<file path="src/rtl/drbe_ctrl_pkg.sv">
// Shared widths, table geometry and FSM encoding for the delay-table sender.
package drbe_ctrl_pkg;

  localparam int DELAY_LENGTH = 14;
  localparam int OBJ_ID_WIDTH = 2;
  localparam int N_OBJ        = 4;
  localparam int TAIL_LEN     = 4;
  localparam int IDX_W        = $clog2(N_OBJ);
  localparam int TAIL_W       = $clog2(TAIL_LEN);
  localparam int NUM_W        = 3;

  typedef enum logic [2:0] {
    IDLE   = 3'd0,
    LEAD   = 3'd1,
    SEND   = 3'd2,
    GAP    = 3'd3,
    TAIL   = 3'd4,
    FINISH = 3'd5
  } state_e;

  typedef struct packed {
    logic [DELAY_LENGTH-1:0] delay;
    logic [OBJ_ID_WIDTH-1:0] obj;
  } entry_t;

  // Index of the final entry to stream; requests above the table size are clamped.
  function automatic logic [IDX_W-1:0] last_index(input logic [NUM_W-1:0] n);
    logic [NUM_W-1:0] m;
    if (n > NUM_W'(N_OBJ)) begin
      m = NUM_W'(N_OBJ);
    end else begin
      m = n;
    end
    return IDX_W'(m - NUM_W'(1));
  endfunction

endpackage

</file>
<file path="src/rtl/delay_entry_table.sv">
// Four-entry {delay, object id} table: one synchronous write port and one
// combinational read port.
module delay_entry_table
  import drbe_ctrl_pkg::*;
(
  input  logic                    CLK,
  input  logic                    reset_n,
  input  logic                    wr_en,
  input  logic [IDX_W-1:0]        wr_addr,
  input  logic [DELAY_LENGTH-1:0] wr_delay,
  input  logic [OBJ_ID_WIDTH-1:0] wr_obj,
  input  logic [IDX_W-1:0]        rd_addr,
  output logic [DELAY_LENGTH-1:0] rd_delay,
  output logic [OBJ_ID_WIDTH-1:0] rd_obj
);

  entry_t mem_q [N_OBJ];

  // Table storage, cleared by reset
  always_ff @(posedge CLK or negedge reset_n) begin
    if (!reset_n) begin
      for (int i = 0; i < N_OBJ; i++) begin
        mem_q[i] <= '0;
      end
    end else if (wr_en) begin
      mem_q[wr_addr].delay <= wr_delay;
      mem_q[wr_addr].obj   <= wr_obj;
    end
  end

  assign rd_delay = mem_q[rd_addr].delay;
  assign rd_obj   = mem_q[rd_addr].obj;

endmodule

</file>
<file path="src/rtl/delay_table_sender.sv">
// Streams the configured delay table to the local controller, either as a
// boot-up sequence (framed by boot_up) or as a scenario update (closed by a commit pulse).
module delay_table_sender
  import drbe_ctrl_pkg::*;
(
  input  logic                    CLK,
  input  logic                    reset_n,
  input  logic                    cfg_wr_en,
  input  logic [IDX_W-1:0]        cfg_wr_addr,
  input  logic [DELAY_LENGTH-1:0] cfg_wr_delay,
  input  logic [OBJ_ID_WIDTH-1:0] cfg_wr_obj,
  input  logic [NUM_W-1:0]        cfg_num_entries,
  input  logic                    send_boot,
  input  logic                    send_update,
  output logic                    boot_up,
  output logic                    input_valid,
  output logic                    glob_scen_noc_input_valid,
  output logic [DELAY_LENGTH-1:0] delay_matrix_element,
  output logic [OBJ_ID_WIDTH-1:0] obj_id_element,
  output logic                    boot_up_table_update,
  output logic                    busy,
  output logic                    done
);

  localparam logic [TAIL_W-1:0] TAIL_LAST = TAIL_W'(TAIL_LEN - 1);

  state_e                  state_q, state_d;
  logic                    mode_boot_q, mode_boot_d;
  logic [IDX_W-1:0]        cnt_q, cnt_d;
  logic [IDX_W-1:0]        last_q, last_d;
  logic [TAIL_W-1:0]       tail_q, tail_d;

  logic                    boot_up_q, boot_up_d;
  logic                    in_valid_q, in_valid_d;
  logic                    upd_valid_q, upd_valid_d;
  logic [DELAY_LENGTH-1:0] delay_q, delay_d;
  logic [OBJ_ID_WIDTH-1:0] obj_q, obj_d;
  logic                    tbl_upd_q, tbl_upd_d;
  logic                    busy_q, busy_d;
  logic                    done_q, done_d;

  logic                    accept_s;
  logic                    tbl_wr_s;
  logic [DELAY_LENGTH-1:0] rd_delay_s;
  logic [OBJ_ID_WIDTH-1:0] rd_obj_s;

  assign accept_s = (state_q == IDLE) && (send_boot || send_update)
                    && (cfg_num_entries != NUM_W'(0));
  assign tbl_wr_s = cfg_wr_en && (state_q == IDLE);

  // The read address follows the next count so the output register captures the entry on entry to SEND.
  delay_entry_table u_table (
    .CLK      (CLK),
    .reset_n  (reset_n),
    .wr_en    (tbl_wr_s),
    .wr_addr  (cfg_wr_addr),
    .wr_delay (cfg_wr_delay),
    .wr_obj   (cfg_wr_obj),
    .rd_addr  (cnt_d),
    .rd_delay (rd_delay_s),
    .rd_obj   (rd_obj_s)
  );

  // Next-state, counter and command-capture logic
  always_comb begin
    state_d     = state_q;
    mode_boot_d = mode_boot_q;
    cnt_d       = cnt_q;
    last_d      = last_q;
    tail_d      = tail_q;
    case (state_q)
      IDLE: begin
        if (accept_s) begin
          mode_boot_d = send_boot;
          last_d      = last_index(cfg_num_entries);
          cnt_d       = '0;
          tail_d      = '0;
          state_d     = send_boot ? LEAD : SEND;
        end else begin
          state_d = IDLE;
        end
      end
      LEAD: state_d = SEND;
      SEND: begin
        if (cnt_q == last_q) begin
          state_d = TAIL;
          tail_d  = '0;
        end else begin
          state_d = GAP;
        end
      end
      GAP: begin
        state_d = SEND;
        cnt_d   = cnt_q + IDX_W'(1);
      end
      TAIL: begin
        if (tail_q == TAIL_LAST) begin
          state_d = FINISH;
        end else begin
          tail_d = tail_q + TAIL_W'(1);
        end
      end
      FINISH: begin
        state_d = IDLE;
        cnt_d   = '0;
      end
      default: state_d = IDLE;
    endcase
  end

  // Output decode from the next state, so every output leaves a flop
  always_comb begin
    busy_d      = (state_d != IDLE);
    boot_up_d   = mode_boot_d && (state_d inside {LEAD, SEND, GAP, TAIL});
    in_valid_d  = (state_d == SEND) && mode_boot_d;
    upd_valid_d = (state_d == SEND) && !mode_boot_d;
    done_d      = (state_d == FINISH);
    tbl_upd_d   = (state_d == FINISH) && !mode_boot_d;
    if (state_d == SEND) begin
      delay_d = rd_delay_s;
      obj_d   = rd_obj_s;
    end else begin
      delay_d = delay_q;
      obj_d   = obj_q;
    end
  end

  // State and output registers
  always_ff @(posedge CLK or negedge reset_n) begin
    if (!reset_n) begin
      state_q     <= IDLE;
      mode_boot_q <= 1'b0;
      cnt_q       <= '0;
      last_q      <= '0;
      tail_q      <= '0;
      boot_up_q   <= 1'b0;
      in_valid_q  <= 1'b0;
      upd_valid_q <= 1'b0;
      delay_q     <= '0;
      obj_q       <= '0;
      tbl_upd_q   <= 1'b0;
      busy_q      <= 1'b0;
      done_q      <= 1'b0;
    end else begin
      state_q     <= state_d;
      mode_boot_q <= mode_boot_d;
      cnt_q       <= cnt_d;
      last_q      <= last_d;
      tail_q      <= tail_d;
      boot_up_q   <= boot_up_d;
      in_valid_q  <= in_valid_d;
      upd_valid_q <= upd_valid_d;
      delay_q     <= delay_d;
      obj_q       <= obj_d;
      tbl_upd_q   <= tbl_upd_d;
      busy_q      <= busy_d;
      done_q      <= done_d;
    end
  end

  assign boot_up                   = boot_up_q;
  assign input_valid               = in_valid_q;
  assign glob_scen_noc_input_valid = upd_valid_q;
  assign delay_matrix_element      = delay_q;
  assign obj_id_element            = obj_q;
  assign boot_up_table_update      = tbl_upd_q;
  assign busy                      = busy_q;
  assign done                      = done_q;

endmodule

</file>
<file path="config.mk">
export PLATFORM = sky130hd
export DESIGN_NAME = delay_table_sender
export DESIGN_NICKNAME = d
export VERILOG_FILES = /design/src/rtl/drbe_ctrl_pkg.sv /design/src/rtl/delay_entry_table.sv /design/src/rtl/delay_table_sender.sv
export SDC_FILE = /design/constraint.sdc
export NUM_CORES = 1
export LEC_CHECK = 0
export CORE_AREA = 10 10 121 123
export DETAILED_ROUTE_END_ITERATION = 10
export DIE_AREA = 0 0 131 133
export HOLD_SLACK_MARGIN = 0.05
export SYNTH_ARGS = -nofsm -noshare
export SYNTH_HDL_FRONTEND = slang
export SYNTH_SLANG_ARGS = --single-unit
</file>
<file path="constraint.sdc">
create_clock -name CLK -period 2.2 [get_ports CLK]
set_clock_uncertainty 0.05 [all_clocks]
set_input_delay 0.22 -clock CLK [delete_from_list [all_inputs] [get_ports CLK]]
set_output_delay 0.22 -clock CLK [all_outputs]
set_load 0.005 [all_outputs]
</file>
* After elaboration in Yosys (flattened, before gate mapping) *
Index checks and enable logic that the tools add are counted.
W data, S select, Z words.

operators by class
  multiply operators = 0
  shift operators = 0
  multiplexer cells = 25
  bitwise gates (word level) = 2
  eq/ne operators = 15
  reductions and logical operators = 18
  $add $sub $neg = 3
  div/mod/pow operators = 0
  order comparisons = 4

operators by type and width
  kind                   count
  $bwmux W64             2
  $demux W16 S2          2
  $mux W16               3
  $bmux W16 S2           1
  $mux W2                10
  $eq A3 B2 Y1 const B   4
  $eq A3 B3 Y1 const B   4
  $pmux W2 S3            2
  $pmux W3 S4            1
  $reduce_bool A3 Y1     3
  $logic_and A1 B1 Y1    8
  $eq A3 B1 Y1 const B   2
  $ge A3 B3 Y1 const B   2
  $mux W3                2
  $ne A2 B2 Y1 const B   3
  $not A2 Y3             2
  $add A2 B1 Y2 const B  2
  $reduce_and A4 Y1      1
  $reduce_bool A4 Y1     1
  $gt A3 B3 Y1 const B   1
  $logic_not A3 Y1       1
  $lt A3 B1 Y1 const B   1
  $eq A2 B2 Y1           1
  $eq A2 B2 Y1 const B   1
  other kinds (6)        7

word-level totals
  bits in read-only memories = 0
  output and inout bits = 22
  word-level logic and storage cells = 88
  input bits = 26
  memory bits (writable) = 0
  memories = 0
  bits in registers = 96
  latch bits = 0

* Depth between registers and ports, before layout *
Gate-level depths: netlist of run 1.

  depth in word-level cells = 9
  gate-level depth with buffers = 8
  depth with buffers taken out = 5

* By module *
A second synthesis of run 1 with hierarchy kept.

unflattened totals
  cells, all modules = 273
  area, all modules = 4245.3 um2

by module, submodules not included
  module              area an instance (um2)  instances  cells an instance  seq. area each (um2)
  delay_entry_table   2792.7                  1          156                1601.5
  delay_table_sender  1452.6                  1          117                800.8

* Worst setup path after synthesis of run 1 *
Ideal clock, no wire load.

  kind = reg2reg
  start = register state_q[0]
  end = register u_table.mem_q[48] (netlist name)
  path slack = 0.225 ns
  period minus slack after synthesis = 1.975 ns
  stages on the path, launching flop included = 7
  library setup time = 0.125 ns
  data arrival time = 1.800 ns
  data required time = 2.025 ns
  cell sequence = dfrtp_1 buf_4 nor3_4 nand2_1 nor3_2 buf_4 mux2_2

on the way
  cells in the longest elaborated chain, start to end = 2

ends and longest elaborated chain
  item                    line                       RTL
  from (decl)             delay_table_sender.sv:27   state_e state_q, state_d;
  from (signal assigned)  delay_table_sender.sv:145  state_q <= state_d;
  $logic_not A3 Y1        delay_table_sender.sv:49   assign tbl_wr_s = cfg_wr_en && (state_q == IDLE);
  $logic_and A1 B1 Y1     delay_table_sender.sv:49
  to (decl)               delay_entry_table.sv:17    entry_t mem_q [N_OBJ];

Every way passes these cells.
A chain may end at the register's enable or synchronous reset.

* Worst setup path in the final report of run 1 *
  start = register state_q[2]
  end = register delay_q[13] (netlist: delay_matrix_element[13])

on the way
  cells in the longest elaborated chain, start to end = 9
  elaborated cells between the ends (all ways) = 19

ends and longest elaborated chain
  item                              line                                                RTL
  $logic_not A3 Y1                  delay_table_sender.sv:47, delay_table_sender.sv:71
  $logic_and A1 B1 Y1               delay_table_sender.sv:47                            assign accept_s = (state_q == IDLE) && (send_boot || send_update)
  $logic_and A1 B1 Y1               delay_table_sender.sv:48                            && (cfg_num_entries != NUM_W'(0));
  $mux W2                           delay_table_sender.sv:73                            if (accept_s) begin
  $pmux W2 S3                       delay_table_sender.sv:71                            case (state_q)
  $not A2 Y3 (not written as such)  delay_entry_table.sv:31                             assign rd_delay = mem_q[rd_addr].delay;
  $bmux W16 S2                      delay_entry_table.sv:31
  $mux W16 (2 in a row)             n/a
  to (signal assigned)              delay_table_sender.sv:153                           delay_q <= delay_d;
  to (decl)                         delay_table_sender.sv:36                            logic [DELAY_LENGTH-1:0] delay_q, delay_d;

Several ways; a longest one is shown, not always the timed one. The select of a mux whose other input is x is not followed.

==> results of run 1 <==
==> power by group through the flow <==
stage          registers [mW]  clock network, mW  logic [mW]
2_1_floorplan            2.99                  0        2.25
6_report                 3.11               1.70        3.32
5_1_grt                  3.23               1.81        3.66
4_1_cts                  3.12               1.74        3.37
3_5_place_dp             3.15                  0        3.35
3_3_place_gp             3.12                  0        3.27
==> per-layer routing <==
layer	up-vias	GRT usage	part of all wire
li1	1263	-	-
met1	1350	0.143	0.45
met2	50	0.181	0.48
met3	7	0.0316	0.058
met4	0	0.0371	0.011
met5	-	0	0
==> critical path, stage by stage (launching register included) <==
cell	delay, ns
sky130_fd_sc_hd__dfrtp_1	0.51
sky130_fd_sc_hd__and4bb_2	0.29
sky130_fd_sc_hd__a211oi_4	0.38
sky130_fd_sc_hd__buf_6	0.26
sky130_fd_sc_hd__mux2i_1	0.12
sky130_fd_sc_hd__a221oi_1	0.30
==> cells by family (layout without fill, tap and decap cells) <==
kind of cell,after synthesis,count (layout),synth area share
muxes,98,98,0.251
DFF,96,96,0.568
and+or+nand+nor,60,60,0.0805
AOI/OAI and AO/OA,38,38,0.0669
buffers and inverters,17,87,0.0240
xor gates and xnor gates,3,3,0.00621
adders and majority gates,1,1,0.00296
==> area by class of cell <==
| cell class | count | area [um2] | area share |
|---|---|---|---|
| Timing Repair Buffer | 69 | 689 | 0.128 |
| Tap cell | 172 | 215 | 0.0400 |
| Sequential cell | 96 | 2400 | 0.447 |
| Clock buffer | 9 | 225 | 0.0419 |
| Multi-Input combinational cell | 200 | 1730 | 0.322 |
| Clock inverter | 7 | 104 | 0.0193 |
| Inverter | 2 | 7.51 | 0.00140 |
==> registers in the layout, summed over array words and instances, names as in the netlist <==
signal,count
last_q,2
boot_up_table_update,1
glob_scen_noc_input_valid,1
input_valid,1
done,1
u_table.mem_q,64
busy,1
state_q,3
delay_matrix_element,14
obj_id_element,2
tail_q,2
mode_boot_q,1
boot_up,1
cnt_q,2
==> what timing repair did <==
item                       4_1_cts  5_1_grt
setup endpoints to repair        0        7
hold endpoints to repair        61        0
hold buffers                     1        0
resized for setup                0        1
==> final timing paths <==
path,cells past startpoint,startpoint,end,slack [ns]
worst max-delay path,5,state_q[2],delay_matrix_element[13],0.18
worst min-delay path,2,reset_n,boot_up,0.23
worst max register to register,5,state_q[2],delay_matrix_element[13],0.18
worst min register to register,1,u_table.mem_q[18],u_table.mem_q[18],0.46
max in group asynchronous,3,reset_n,u_table.mem_q[36],1.16
min in group CLK,1,u_table.mem_q[18],u_table.mem_q[18],0.46
==> cells in the final DEF, fill, tap and decap left out, types with 2 or more instances in the layout <==
cell type / instances
sky130_fd_sc_hd__buf_12: 4
sky130_fd_sc_hd__nor2b_1: 6
sky130_fd_sc_hd__clkbuf_16: 9
sky130_fd_sc_hd__nor3_1: 2
sky130_fd_sc_hd__clkinvlp_4: 2
sky130_fd_sc_hd__and3_1: 5
sky130_fd_sc_hd__a221oi_1: 15
sky130_fd_sc_hd__inv_1: 2
sky130_fd_sc_hd__dfrtp_1: 96
sky130_fd_sc_hd__nor2_1: 26
sky130_fd_sc_hd__nand2_1: 9
sky130_fd_sc_hd__xor2_1: 2
sky130_fd_sc_hd__bufinv_16: 2
sky130_fd_sc_hd__buf_4: 17
sky130_fd_sc_hd__o21ai_0: 9
sky130_fd_sc_hd__mux2i_1: 32
sky130_fd_sc_hd__a21oi_1: 6
sky130_fd_sc_hd__clkdlybuf4s50_1: 46
sky130_fd_sc_hd__mux2_2: 66
==> cells in the mapped netlist <==
master and count:
sky130_fd_sc_hd__inv_1 2, sky130_fd_sc_hd__nor2_8 1, sky130_fd_sc_hd__nand3b_1 1, sky130_fd_sc_hd__and3_1 5, sky130_fd_sc_hd__a211oi_2 1, sky130_fd_sc_hd__nor3_1 2, sky130_fd_sc_hd__xnor2_1 1, sky130_fd_sc_hd__a21oi_1 6
sky130_fd_sc_hd__buf_2 6, sky130_fd_sc_hd__o21ai_2 1, sky130_fd_sc_hd__nand4_1 1, sky130_fd_sc_hd__mux2_2 66, sky130_fd_sc_hd__clkbuf_1 3, sky130_fd_sc_hd__nor2b_1 6, sky130_fd_sc_hd__nor3_4 1, sky130_fd_sc_hd__a221oi_1 15
sky130_fd_sc_hd__buf_4 2, sky130_fd_sc_hd__nor3b_4 1, sky130_fd_sc_hd__o32a_1 1, sky130_fd_sc_hd__and4b_1 1, sky130_fd_sc_hd__nand2_1 9, sky130_fd_sc_hd__dfrtp_1 96, sky130_fd_sc_hd__buf_1 1, sky130_fd_sc_hd__o21a_1 1
sky130_fd_sc_hd__nor2_1 26, sky130_fd_sc_hd__ha_1 1, sky130_fd_sc_hd__nor3_2 1, sky130_fd_sc_hd__xor2_1 2, sky130_fd_sc_hd__nand2b_1 1, sky130_fd_sc_hd__o21ai_0 9, sky130_fd_sc_hd__a221oi_2 1, sky130_fd_sc_hd__nand4b_1 1
sky130_fd_sc_hd__or4_1 1, sky130_fd_sc_hd__o22ai_1 1, sky130_fd_sc_hd__and4bb_2 1, sky130_fd_sc_hd__mux2i_1 32, sky130_fd_sc_hd__and2_1 1, sky130_fd_sc_hd__o31ai_1 1, sky130_fd_sc_hd__buf_6 3, sky130_fd_sc_hd__o41ai_1 1
==> per-stage QoR <==
step	hold slack [ns]	cells	area (um2)	utilization
final	0.232	555	5380	0.435
after CTS	0.223	555	5370	0.435
after global placement	0.0344	538	5030	0.407
after global routing	0.248	555	5380	0.435
after detailed placement	0.0394	538	5030	0.407
after floorplan	-0.126	313	4230	-
==> results, run 1 <==
- The starting density of the core is 0.342.
- At the worst endpoint, the arrival time is 2.21 ns.
- The post-synthesis sequential element count is 96.
- The share of total power dissipated in sequential elements is 0.382.
- The first global-routing pass estimated 15500 um of wire.
- The final wirelength is 9410 um.
- Each instance of the synthesized netlist takes up on average 13.5 um2.
- The leading area contributor after synthesis is sky130_fd_sc_hd__dfrtp_1.
- Setup repair after global routing left no endpoint under its margin.
- Synthesis produced a netlist whose cell count is 313.
- The number of max-slew violations in the final report was 0.
- The type of the setup path with the least slack is flop to flop.
- The share of total power dissipated in combinational logic is 0.408.
- The number of distinct library cell variants in the gate-level netlist after synthesis is 40.
- The count of nets left with antenna violations once routing finished came out at 0.
- Sorting the synthesized cells by area gives the leading types as sky130_fd_sc_hd__dfrtp_1, sky130_fd_sc_hd__mux2_2, sky130_fd_sc_hd__mux2i_1.
- The clock period minus final worst setup slack is 2.02 ns.
- The overall power is 8.13 mW.
- The layout-stage area growth over the synthesis result is 27.1%.
- The worst-skew pair later-pin latency is 0.34 ns.
- The tightest min-delay check is of the primary input to asynchronous set/reset pin type.
- Counting the buffers created by CTS gives 9.
- In this run the worst path has a maximum fanout of 12.
- Clock tree synthesis selected as its root buffer the cell sky130_fd_sc_hd__clkbuf_16.
- In this run the power spent charging and discharging nets is 2.65 mW.
- The number of antenna repair diodes is 0.
- In this run the tool buffered the top-level ports with 47 buffer cells.
- The number of max-cap violations is 0.
- The share of total power dissipated in the clock network is 0.210.
- In the routed design, unresolved DRC markers number 0.
- The type of origin of the critical path is a flop.
- Global routing finished with a remaining overflow of 0.
- The cell-internal power is 5.48 mW.
- The first detailed-routing pass took 4 iterations.
- Using the TritonRoute via totals, the vias-per-cell ratio works out to 4.81.
- The tree built by TritonCTS fans out to 96 sinks.
- The final cycle utilization of the critical path is 0.919.
- The count of standard-cell rows is 41.
- The floorplan step set the die width to 131 um.
- The register clock-pin slew on the reported worst setup and hold paths is 0.07 ns.
- The CTS tree is done.
- The congestion estimate from routability-driven global placement came to 0.800.
- The pin count of the biggest net entering global routing is 50.
- The share of the synthesized area in the top cell type is 0.568.
- The via count of the first global-routing pass is 2813.
- STA classifies the critical path endpoint as a flop.
- The number of nets in the synthesized netlist is 340.
- In this run the tightest slew margin relative to its limit is 0.693.
- The detailed router's first-iteration violation count is 187.
- The required time of the worst setup path is 2.39 ns.
- In the final layout, the share of cells above drive strength 1 is 0.292.
- Of the total power, the share spent switching nets is 0.326.
- The initial antenna violation count is 0.
- The number of levels the H-tree was split into is 3.
- In this run the post-CTS setup repair buffer count came out at 0.
- The measured slew at the worst slew-check pin is 0.460 ns.
- Setup total negative slack on the finished layout was measured at 0 ns.
- The highest clock frequency the design can meet is 0.494 GHz.
- The total number of nets in the final design is 405.
- Summed over all nets, the half-perimeter wirelength after detailed placement is 6310 um.
- The sequential element share of the synthesized area is 0.568.
- The flow ran to the end, and the final reports show no timing, DRC or antenna violations.
- No sink is reached through more buffers than the 2 on the longest clock path.
- The height of the chip is 133 um.
- The final worst setup slack is 0.178 ns.
- Fill cells in the final layout number 1126.
- The wire length per cell after detailed routing is 17.0 um.
- The number of vias after detailed routing is 2670.
- The global-route usage over all layers is 0.113.
- The total number of yosys warnings is 0.
- The total area inside the core boundary comes to 12400 um2.
- The final setup violation count is 0.
- The analysis attributes to cell leakage a power of 2.35 nW.
- The hold violation count in the final report is 0.
- The cell area that synthesis handed to floorplanning was 4230 um2.
- The die covers 17400 um2.
- The worst vdd rail ir drop is 0.000555 V.
- The power density over the cells is 1510 nW/um2.
- The I/O pin count is 48.
- The worst slack after detailed placement is 0.0859 ns.
No activity file was read; power rests on OpenSTA's default activity.
==> run 2: changes to the inputs <==
--- a/config.mk
+++ b/config.mk
@@ -5,10 +5,11 @@
 export SDC_FILE = /design/constraint.sdc
 export NUM_CORES = 1
 export LEC_CHECK = 0
-export CORE_AREA = 10 10 121 123
+export CORE_AREA = 10 10 122 124
 export DETAILED_ROUTE_END_ITERATION = 10
-export DIE_AREA = 0 0 131 133
+export DIE_AREA = 0 0 132 134
 export HOLD_SLACK_MARGIN = 0.05
 export SYNTH_ARGS = -nofsm -noshare
 export SYNTH_HDL_FRONTEND = slang
+export SYNTH_HIERARCHICAL = 1
 export SYNTH_SLANG_ARGS = --single-unit
==> run 2 against run 1 <==
Utilization up 1.2 points. The run now ends with setup timing left. Combinational power grew 9.0%. Wire length down 2.8%. Final cell count down 4.3%. Critical endpoint is now delay_matrix_element[10]. Global-route usage down 0.43 points. Count of clock-buffer cells in the layout grew 3. Final area rose by 3.6%.
==> results, run 2 <==
- Result of the run: finished, violations left (was finished clean).
- The checks that failed: setup timing.
- The family with the most delay on the worst path is multiplexers (was compound AO/OA/AOI/OAI gates).
- The number of distinct library cell variants in the gate-level netlist after synthesis is 43 (was 40).
- The worst vdd rail ir drop is 0.000501 V (was 0.000555 V).
- The clock period minus final worst setup slack is 2.24 ns (was 2.02 ns).
- The final hold slack is 0.360 ns (was 0.232 ns).
- The number of synthesized flops with an enable pin is 0 (unchanged).
- The buffering stage count on the worst path with inverters included was 2 (was 1).
- The starting density of the core was 0.341 (was 0.342).
- The number of max-cap violations is 0 (unchanged).
- The worst-skew pair later-pin latency is 0.33 ns (was 0.34 ns).
- The I/O pin count came to 48 (unchanged).
- The type of the setup path with the least slack is flop to flop (unchanged).
- The leading register cell type out of synthesis is sky130_fd_sc_hd__dfrtp_1 (unchanged).
- The biggest cell delay along the critical path is 0.45 ns (was 0.51 ns).
- The CTS tree is done (unchanged).
- The number of levels the H-tree was split into is 3 (unchanged).
- The endpoint arrival time on the critical path is 2.41 ns (was 2.21 ns).
- The final cycle utilization of the critical path was 1.02 (was 0.919).
- The most frequent cell after synthesis is sky130_fd_sc_hd__dfrtp_1 (unchanged).
- The maximum buffer depth of the clock tree is 2 (unchanged).
- The clock sink total is 96 (unchanged).
- The initial antenna violation count was 0 (unchanged).
- The layout-stage area growth over the synthesis result is 31.2% (was 27.1%).
- The cell with the biggest individual delay on the critical path is sky130_fd_sc_hd__dfrtp_2 (was sky130_fd_sc_hd__dfrtp_1).
- The detailed router's first-iteration violation count came to 108 (was 187).
- The number of buffers created by CTS was 9 (unchanged).
- The kind of end point of the critical path is a flop (unchanged).
- The height of the chip was 134 um (was 133 um).
- The count of buffers inserted at the top-level ports is 47 (unchanged).
- The number of flip-flops in the largest register is 64 (unchanged).
- The count of standard-cell rows is 41 (unchanged).
- The wire length per cell after detailed routing is 17.2 um (was 17.0 um).
- The highest clock frequency the design can meet is 0.446 GHz (was 0.494 GHz).
- The post-synthesis sequential element count came to 96 (unchanged).
- The global-route wire length before repair is 15400 um (was 15500 um).
- The area of the core is 12500 um2 (was 12400 um2).
- The required time of the worst setup path was 2.37 ns (was 2.39 ns).
- Setup repair after global routing missed its margin: yes (was no).
- The number of standard cells after synthesis is 273 (was 313).
- The register bank with the most flops is u_table/mem_q (was u_table.mem_q).
- The total number of nets in the final design is 381 (was 405).
- The instance area at placement was 5140 um2 (was 5030 um2).
- The last weighted congestion value of the routability-driven placer was 0.734 (was 0.800).
- The end-of-flow core utilization is 0.447 (was 0.435).
- The final wirelength was 9150 um (was 9410 um).
- The average instance area after synthesis was 15.6 um2 (was 13.5 um2).
- The number of detailed-route iterations in the first pass is 4 (unchanged).
- The hold violation count in the final report came to 0 (unchanged).
- The worst slack after detailed placement came to -0.243 ns (was 0.0859 ns).
- The sequential element share of the synthesized area is 0.566 (was 0.568).
- The top fanout value on the critical path is 11 (was 12).
- The area of all placed cells without fillers was 5570 um2 (was 5380 um2).
- The static leakage power is 2.37 nW (was 2.35 nW).
- The net count after synthesis is 300 (was 340).
- The via count of the first global-routing pass is 2875 (was 2813).
- The global-route usage over all layers is 0.109 (was 0.113).
- The overall die area is 17700 um2 (was 17400 um2).
- The final setup violation count is 15 (was 0).
- The number of max-slew violations in the final report was 0 (unchanged).
- The power density over the cells is 1500 nW/um2 (was 1510 nW/um2).
- Critical Path, Cell by Cell: nor3_4 > o21ai_2 > buf_4 > o21ai_4 > a31oi_4 > buf_12 > mux4_2 > mux2_4 (was and4bb_2 > a211oi_4 > buf_6 > mux2i_1 > a221oi_1).
- The detailed placer's ending HPWL is 6160 um (was 6310 um).
- The remaining routing DRC violations is 0 (unchanged).
- The share of the synthesized area in the top cell type is 0.566 (was 0.568).
- The remaining antenna violation count after routing is 0 (unchanged).
- The number of vias after detailed routing is 2567 (was 2670).
- The path class of the lowest-slack min-delay path is primary input to asynchronous set/reset pin (unchanged).
- The width of the die is 132 um (was 131 um).
- Top cells by area in the synthesized netlist: sky130_fd_sc_hd__dfrtp_1, sky130_fd_sc_hd__mux2_2, sky130_fd_sc_hd__mux4_2 (was sky130_fd_sc_hd__dfrtp_1, sky130_fd_sc_hd__mux2_2, sky130_fd_sc_hd__mux2i_1).
- The ratio of cells with drive above 1 in the final layout is 0.468 (was 0.292).
- Commonest cells after routing, fill and taps aside: sky130_fd_sc_hd__dfrtp_1, sky130_fd_sc_hd__mux2_2, sky130_fd_sc_hd__clkdlybuf4s50_1, sky130_fd_sc_hd__buf_4, sky130_fd_sc_hd__mux4_2 (was sky130_fd_sc_hd__dfrtp_1, sky130_fd_sc_hd__mux2_2, sky130_fd_sc_hd__clkdlybuf4s50_1, sky130_fd_sc_hd__mux2i_1, sky130_fd_sc_hd__nor2_1).
- The pin count of the biggest net entering global routing is 43 (was 50).
- The register clock-pin slew on the reported worst setup and hold paths is 0.07 ns (about the same).
- The share of flip-flops with an asynchronous set or reset after synthesis was 1.00 (unchanged).
- The average vias per placed instance was 4.83 (was 4.81).
- The aggregate global routing overflow is 0 (unchanged).
- The synthesized cell area was 4250 um2 (was 4230 um2).
- The leading area contributor after synthesis is sky130_fd_sc_hd__dfrtp_1 (unchanged).
- The final worst setup slack is -0.0427 ns (was 0.178 ns).
- The most common library cell in the layout ignoring fill and taps is sky130_fd_sc_hd__dfrtp_1 (unchanged).
- The clock root buffer master is sky130_fd_sc_hd__clkbuf_16 (unchanged).
- The number of antenna repair diodes is 0 (unchanged).
- The total number of yosys warnings is 6 (was 0).
- The type of origin of the critical path is a flop (unchanged).
- The relative slew slack is 0.525 (was 0.693).
- The measured slew at the worst slew-check pin is 0.711 ns (was 0.460 ns).
- Most numerous cell types in the synthesized netlist: sky130_fd_sc_hd__dfrtp_1, sky130_fd_sc_hd__mux2_2, sky130_fd_sc_hd__mux4_2, sky130_fd_sc_hd__mux2_4, sky130_fd_sc_hd__o21ai_0 (was sky130_fd_sc_hd__dfrtp_1, sky130_fd_sc_hd__mux2_2, sky130_fd_sc_hd__mux2i_1, sky130_fd_sc_hd__nor2_1, sky130_fd_sc_hd__a221oi_1).
[run 2: changes by cell type after synthesis, moves of 6 or more]
| cell | change |
|---|---|
| sky130_fd_sc_hd__mux2i_1 | -32 |
| sky130_fd_sc_hd__mux2_4 | +9 |
| sky130_fd_sc_hd__nand2_1 | -6 |
| sky130_fd_sc_hd__nor2_1 | -19 |
| sky130_fd_sc_hd__a221oi_1 | -15 |
| sky130_fd_sc_hd__mux4_2 | +16 |
[run 2: path summary, 6_finish.rpt]
kind / from / end / slack, ns / cells past startpoint
max reg2reg: state_q[1] / delay_matrix_element[10] / -0.04 / 8
min: reset_n / last_q[1] / 0.36 / 2
min in group CLK: u_table/mem_q[10] / u_table/mem_q[10] / 0.45 / 1
max in group asynchronous: reset_n / u_table/mem_q[8] / 0.98 / 4
min reg2reg: u_table/mem_q[10] / u_table/mem_q[10] / 0.45 / 1
max: state_q[1] / delay_matrix_element[10] / -0.04 / 8
[run 2: kinds of logic after synthesis]
kind of cell             after synthesis  share of synthesized area
adder cells (fa/ha/maj)                1                    0.00295
XOR/XNOR                               2                    0.00413
AO/OA/AOI/OAI                         27                     0.0424
buffers and inverters                 17                     0.0259
multiplexers                          96                      0.305
flip-flops                            96                      0.566
AND/OR/NAND/NOR                       34                     0.0536
[run 2: through the flow]
step,power [mW],std cells,TNS (ns)
5_1_grt,8.93,531,-1.41
4_1_cts,8.46,531,-0.174
6_report,8.36,531,-0.231
3_3_place_gp,6.49,507,-3.48
3_5_place_dp,6.62,507,-3.63
2_1_floorplan,5.44,273,-0.263
[run 2: report_power, final]
group / internal (mW) / switching, mW
Clock: 0.974 / 0.644
Combinational: 2.33 / 1.29
Sequential: 2.64 / 0.478
[run 2: repair_timing]
action / in CTS / in global routing
hold endpoints to repair: 35 / 0
pin swaps: 2 / 1
gates resized for setup: 13 / 1
buffers inserted: 6 / 0
cloned: 1 / 0
hold buffers: 1 / 0
setup endpoints to repair: 16 / 16
[run 2: layout make-up]
type	count	area, um2
inverters	4	15.0
flip-flops and latches	96	2410
clock inverters	4	51.3
fillers	1126	6890
well taps	172	215
clock buffers	12	267
repair buffers	83	815
multi-input cells	160	1800
[run 2: routing by layer]
layer	up-vias	part of all wire	track usage
li1	1179	-	-
met1	1341	0.44	0.126
met2	40	0.51	0.186
met3	7	0.038	0.0273
met4	0	0.013	0.0470
met5	-	0	0
==> run 3: changes to the inputs <==
--- a/config.mk
+++ b/config.mk
@@ -5,11 +5,10 @@
 export SDC_FILE = /design/constraint.sdc
 export NUM_CORES = 1
 export LEC_CHECK = 0
-export CORE_AREA = 10 10 122 124
+export CORE_AREA = 10 10 121 123
 export DETAILED_ROUTE_END_ITERATION = 10
-export DIE_AREA = 0 0 132 134
+export DIE_AREA = 0 0 131 133
 export HOLD_SLACK_MARGIN = 0.05
 export SYNTH_ARGS = -nofsm -noshare
 export SYNTH_HDL_FRONTEND = slang
-export SYNTH_HIERARCHICAL = 1
 export SYNTH_SLANG_ARGS = --single-unit
==> constraint.sdc (replaced) <==
create_clock -name CLK -period 2.2 [get_ports CLK]
set_clock_uncertainty 0.05 [all_clocks]
set_input_delay 0.22 -clock CLK [delete_from_list [all_inputs] [get_ports CLK]]
set_output_delay 0.22 -clock CLK [all_outputs]
set_load 0.05 [all_outputs]
==> results of run 3 <==
Same layout as run 1 (identical final DEF). Status: finished clean.
Main changes from that run: total power 8.13 mW -> 8.77 mW; worst IR drop on VDD 0.000555 V -> 0.000563 V
